===== config.mk =====
export PLATFORM = sky130hd
export DESIGN_NAME = ext_pipe
export DESIGN_NICKNAME = d
export VERILOG_FILES = /design/src/rtl/ext_pipe.sv
export SDC_FILE = /design/constraint.sdc
export NUM_CORES = 1
export LEC_CHECK = 0
export ABC_AREA = 1
export BUFFER_PORTS_ARGS = -buffer_cell sky130_fd_sc_hd__buf_2
export CAP_MARGIN = 30
export CORE_AREA = 2 2 80 82
export CTS_BUF_LIST = sky130_fd_sc_hd__clkbuf_4
export DETAILED_ROUTE_END_ITERATION = 10
export DIE_AREA = 0 0 82 84
export PLACE_DENSITY = 0.85
export SYNTH_ARGS = -nofsm -noshare
export SYNTH_HDL_FRONTEND = slang
export SYNTH_SLANG_ARGS = --single-unit

===== constraint.sdc =====
create_clock -name clk -period 3.5 [get_ports clk]
set_clock_uncertainty 0.2 [all_clocks]
set_input_delay 0.7 -clock clk [delete_from_list [all_inputs] [get_ports clk]]
set_output_delay 0.7 -clock clk [all_outputs]
set_load 0.05 [all_outputs]

===== src/rtl/ext_pipe.sv =====
// ext_pipe: registered immediate extender (sign/zero/top-aligned/shifted) for the decode->ALU path.
// Latency: 1 cycle from accept to out_valid. Throughput: 1 item/cycle with out_ready high.
// Backpressure: a one-entry skid absorbs the item arriving during a stall; in_ready drops while it is full.
// Optional build macro EXT_ERR_CNT_EN adds err_cnt, an 8-bit saturating count of accepted illegal-mode items.
module ext_pipe #(
    parameter int IMM_W  = 16,
    parameter int DATA_W = 32,
    parameter int SHAMT  = 2,
    parameter int TAG_W  = 5
) (
    input  logic              clk,
    input  logic              reset,
    input  logic              in_valid,
    output logic              in_ready,
    input  logic [IMM_W-1:0]  imm,
    input  logic [2:0]        eop,
    input  logic [TAG_W-1:0]  in_tag,
    output logic              out_valid,
    input  logic              out_ready,
    output logic [DATA_W-1:0] out_data,
    output logic [TAG_W-1:0]  out_tag,
    output logic              out_err
`ifdef EXT_ERR_CNT_EN
    ,
    output logic [7:0]        err_cnt
`endif
);

    // Extension modes; 101..111 are reserved and reported as errors.
    localparam logic [2:0] EOP_SEXT     = 3'b000;
    localparam logic [2:0] EOP_ZEXT     = 3'b001;
    localparam logic [2:0] EOP_TOP      = 3'b010;
    localparam logic [2:0] EOP_SEXT_SHL = 3'b011;
    localparam logic [2:0] EOP_ZEXT_SHL = 3'b100;

    typedef struct packed {
        logic [DATA_W-1:0] data;
        logic [TAG_W-1:0]  tag;
        logic              err;
    } item_t;

    logic              o_vld;
    item_t             o_item;
    logic              s_vld;
    item_t             s_item;
    item_t             new_item;

    logic [DATA_W-1:0] zext;
    logic [DATA_W-1:0] sext;
    logic [DATA_W-1:0] top;

    logic              accept;
    logic              o_free;

    assign in_ready = ~s_vld & ~reset;
    assign accept   = in_valid & in_ready;
    assign o_free   = ~o_vld | out_ready;

    assign out_valid = o_vld;
    assign out_data  = o_item.data;
    assign out_tag   = o_item.tag;
    assign out_err   = o_item.err;

    // Build the extended operand for the incoming item. The sign fill is produced
    // by shifting an all-sign mask past the immediate; when IMM_W == DATA_W the
    // shift clears the whole mask, so sign- and zero-extension both pass imm as-is.
    always_comb begin
        zext = DATA_W'(imm);
        sext = zext | ({DATA_W{imm[IMM_W-1]}} << IMM_W);
        top  = zext << (DATA_W - IMM_W);

        new_item      = '0;
        new_item.tag  = in_tag;
        new_item.err  = 1'b0;
        case (eop)
            EOP_SEXT:     new_item.data = sext;
            EOP_ZEXT:     new_item.data = zext;
            EOP_TOP:      new_item.data = top;
            EOP_SEXT_SHL: new_item.data = sext << SHAMT;
            EOP_ZEXT_SHL: new_item.data = zext << SHAMT;
            default: begin
                new_item.data = '0;
                new_item.err  = 1'b1;
            end
        endcase
    end

    // Output register and skid: the skid drains into O first, so ordering stays FIFO
    // and the source is held (in_ready low) until the skid is empty again.
    always_ff @(posedge clk) begin
        if (reset) begin
            o_vld  <= 1'b0;
            o_item <= '0;
            s_vld  <= 1'b0;
            s_item <= '0;
        end else if (o_free) begin
            if (s_vld) begin
                o_item <= s_item;
                o_vld  <= 1'b1;
                s_vld  <= 1'b0;
            end else if (accept) begin
                o_item <= new_item;
                o_vld  <= 1'b1;
            end else begin
                o_vld  <= 1'b0;
            end
        end else if (accept) begin
            s_item <= new_item;
            s_vld  <= 1'b1;
        end
    end

`ifdef EXT_ERR_CNT_EN
    // Count illegal-mode items once, at their accept event, saturating at 8'hFF.
    always_ff @(posedge clk) begin
        if (reset) begin
            err_cnt <= 8'h00;
        end else if (accept && new_item.err && (err_cnt != 8'hFF)) begin
            err_cnt <= err_cnt + 8'h01;
        end
    end
`endif

endmodule


# Word level (Yosys, flattened, before mapping)
# Cells that the tools add are included.
[totals]
ff_bits = 78
inputBits = 28
out_inout_bits = 40
[classes]
n_eq_ne = 4
n_mux = 6
n_reduce_logical = 6
bitwise = 8
[op_table]
columns = ["op", "count"]
rows = [
  ["one-hot mux 32 bit (5 select lines)", 1],
  ["2-to-1 mux 38 bit", 2],
  ["OR 16 x 32 -> 32 bit", 1],
  ["equality test 3 x 2 -> 1 bit, second input constant", 2],
  ["OR reduction 5 bit", 1],
  ["inverter 1 bit", 4],
  ["AND reduction 2 bit", 2],
  ["equality test 3 x 1 -> 1 bit, second input constant", 1],
  ["equality test 3 bit, second input constant", 1],
  ["zero test 3 bit", 1],
  ["2-to-1 mux 1 bit", 3],
  ["bitwise AND 1 bit", 2],
  ["nonzero test 2 bit", 1],
  ["OR reduction 2 bit", 1],
  ["OR 1 bit", 1],
]

# Depth between registers and ports, before layout
[depth]
ltp_word = 5
depth_mapped = 9
ltp_nobuf = 7

# Least setup slack after synthesis
# OpenSTA, ideal clock, no wires.
[synth_path]
path_kind = "input port to output port"
from = "input port reset"
to = "output port in_ready"
path_stages = 1
t_required_ns = 2.600
path_buffers = 0
slack_ns = 1.614
arrival_ns = 0.986
path_cell_list = "nor2_4"
[synth_between]
elab_chain_cells = 2
[synth_rtl]
columns = ["item", "line", "text"]
rows = [
  ["from (decl)", "12", "input logic reset,"],
  ["inverter 1 bit", "55", "assign in_ready = ~s_vld & ~reset;"],
  ["bitwise AND 1 bit", "55", ""],
  ["to (decl)", "14", "output logic in_ready,"],
]
# Every way passes these cells.

# Worst setup path in the final report
[layout_path]
from = "register s_vld"
to = "register s_item[35] (netlist bit)"
[layout_between]
elab_chain_cells = 4
[layout_rtl]
columns = ["item", "line", "text"]
rows = [
  ["from (decl)", "44", "logic s_vld;"],
  ["from (signal assigned)", "94", "s_vld <= 1'b0;"],
  ["from (signal assigned)", "100", "s_vld <= 1'b0;"],
  ["from (signal assigned)", "109", "s_vld <= 1'b1;"],
  ["inverter 1 bit", "55", ""],
  ["bitwise AND 1 bit", "55", ""],
  ["bitwise AND 1 bit", "56", "assign accept = in_valid & in_ready;"],
  ["AND reduction 2 bit (no line)", "n/a", ""],
  ["to (signal assigned)", "108", "s_item <= new_item;"],
  ["to (decl)", "45", "item_t s_item;"],
]
# Every way passes these cells.
# A chain may end at the register's enable or synchronous reset.

==> results.md <==
* Antenna viol nets, final at 0
* Htree depth at 3
* Total Routed Length at 8.30 mm
* Post-synthesis compound-gate area fraction at 0.246
* Setup violators final at 0
* Setup bufs post-CTS at 0
* Max-slew headroom at 0.338
* Hold Path Sink: s_item[5]
* CTS Hold Buffers Added at 0
* Die height at approximately 84 um
* First-pass GRT wire length at 13.6 mm
* Worst skew pair latency at roughly 0.4 ns
* Placer's final routability congestion estimate at around 0.88
* Main combinational cell family by area after synthesis: compound AO/OA/AOI/OAI gates
* M1 GR Usage at 0.352
* Total CTS buffers at 9
* Drt drc at 0
* Worst-margin pin slew at 0.992 ns
* Placed inst area at 3790 sq um
* XOR/XNOR share of the synthesized area at 0
* Crit path kind: reg -> reg
* IO buf count at 67
* Busiest grt layer: met2
* Status: finished clean
* Critical Path AT at 2.64 ns
* CTS Buffer Depth at 2
* Core ar. at just over 6000 sq um
* WL/cell at ~13 um
* Highest Clock Rate at around 0.40 GHz
* Clock root buffer master: clkbuf_4
* RSZ-0062 raised after global routing: no
* Num ports at ~70
* Hold Path Stages at 2
* Adder-cell share of the synthesized area at 0
* CTS sink cnt at 78
* Final setup TNS at 0 ns
* MaxCap Viol Count at 0
* Data required, critical path at between 3 and 4 ns
* Syn Area/Cell at 7.29 sq um
* Vias at roughly 3400
* Tot GR Track Use at 0.246
* GR Overflow Total at 0
* Mux contribution to synthesized area at 0
* Setup ws final at 0.995 ns
* Hold path startpoint: s_item[5]
* Final instance area at about 4000 sq um
* Resized cells post-CTS at 0
* Antenna diode count at 0
* Pins Over Slew Limit at 0
* Syn nets at 520
* Hold crit path type: reg -> reg
* Routing usage on met3 at 0.0411
* First DRT Iteration DRCs at approximately 330
* Register area share after synthesis at 0.435
* RR Startpoint: s_vld
* Final min period at 2.51 ns
* Final Cycle Share at 0.716
* Initial antenna violation count at 0
* Endpoint class of the critical path: flop
* Drt first pass iters at 5
* Share of layout cells above drive strength 1 at 0.223
* Largest net degree at the start of global routing at between 70 and 80
* Area grow syn2layout at 9.45%
* R2R depth at 6
* Grt met2 use at 0.373
* Vias per cell at between 5 and 6
* Number of global-route vias before repair at 2939
* PwrDens at around 470 nW/um^2
* Row count at 29
* Starting Density at 0.588
* Crit start category: flop
* Mapped Area at 3590 sq um
* Commonest non-fill, non-tap cell in the layout: nand2_1
* Post-layout net count at 562
* Cells after Synth at approximately 490
* CTS tree: built
* Die Wd at between 80 and 90 um
* Yosys cell types at 26
* Leakage at approximately 0.0018 uW
* Post-Synth Simple-Gate Area at 0.232
* Final Hold Fails at 0
* DP Wirelength at between 5 and 6 mm
* R2R setup slack at just under 1 ns
* Maximum vdd drop at about 0.32 mV
* Yosys synthesis warning count at 0
* Die ar. at roughly 6900 sq um
* Max FO, Critical Path at between 40 and 50
* DP Worst Slack at 0.872 ns
* R2R Path End: s_item[35]
* Synth Register Bits at 78
* Commonest non-fill, non-tap cells in the layout: 87 x nand2_1, 79 x a21oi_1, 78 x dfxtp_1
* Clock-pin slew on the worst setup and hold paths at 0.13 ns
[power breakdown]
part	switching (uW)	internal [uW]	total [uW]	leakage [uW]
clock	310	223	533	0.0000684
sequential	18.0	928	946	0.000636
combinational	261	87.7	349	0.00114
total	589	1240	1830	0.00184
[metal layers]
layer  routed length, um  vias to the layer above
li1                    -                     1729
met1                3810                     1511
met2                3860                      128
met3                 510                       12
met4                 118                        0
met5                   0                        -
[cells in the mapped netlist]
cell type,count,area share
buf_6,7,0.022
a21oi_1,79,0.11
buf_2,9,0.013
inv_2,5,0.0052
dfxtp_1,78,0.44
buf_8,2,0.0084
inv_1,7,0.0073
nor2_1,61,0.064
buf_4,4,0.0084
buf_1,1,0.0010
nor2_4,3,0.0094
a21oi_2,5,0.012
nand2_4,2,0.0063
o21ai_2,2,0.0049
inv_4,2,0.0035
o21ai_0,67,0.093
clkbuf_4,1,0.0021
nand3_1,20,0.028
nand4_1,2,0.0035
nor2_2,1,0.0017
clkbuf_2,1,0.0014
clkbuf_1,14,0.015
nand2_1,87,0.091
nand4_4,1,0.0059
nand2_2,13,0.023
o21ai_1,18,0.025
[metrics by stage]
stage | std cells | utilization | total power [uW] | hold slack, ns
floorplan | 492 | - | 1240 | 0.225
global placement | 600 | 0.622 | 1310 | 0.236
detailed placement | 600 | 0.622 | 1310 | 0.243
CTS | 616 | 0.644 | 1840 | 0.261
global route | 616 | 0.644 | 1920 | 0.286
finish | 616 | 0.644 | 1830 | 0.261
[sequential cells by signal, summed over array words and instances, names as in the netlist]
register   count
out_valid      1
s_item        38
s_vld          1
out_data      32
out_tag        5
out_err        1
[worst max-delay path by stage]
stage	start	end
floorplan	reset	in_ready
global placement	reset	s_item[6]
detailed placement	reset	s_item[0]
CTS	s_vld	s_item[35]
global route	s_vld	s_item[36]
finish	s_vld	s_item[35]
[area by class of cell]
class,instances,area (sq um)
clock buffer,10,75.1
clock inverter,6,62.6
fill,563,2170
inverter,14,57.6
multi-input combinational,361,1720
sequential,78,1560
tap,77,96.3
timing repair buffer,70,358
[kinds of logic (layout without fill, tap and decap cells)]
logic type             count (synthesis)  count (layout)
DFF                                   78              78
and+or+nand+nor                      190             190
buffers and inverters                 53             100
AOI/OAI and AO/OA                    171             171
[critical path, cell delays in order, from the launching register on]
cell and delay (ns):
dfxtp_1 0.32, buf_4 0.26, nor2_4 0.18, nand4_4 0.49, inv_2 0.63, o21ai_0 0.19, nor2_1 0.16
Note: power is estimated with default switching activity, not from simulation.
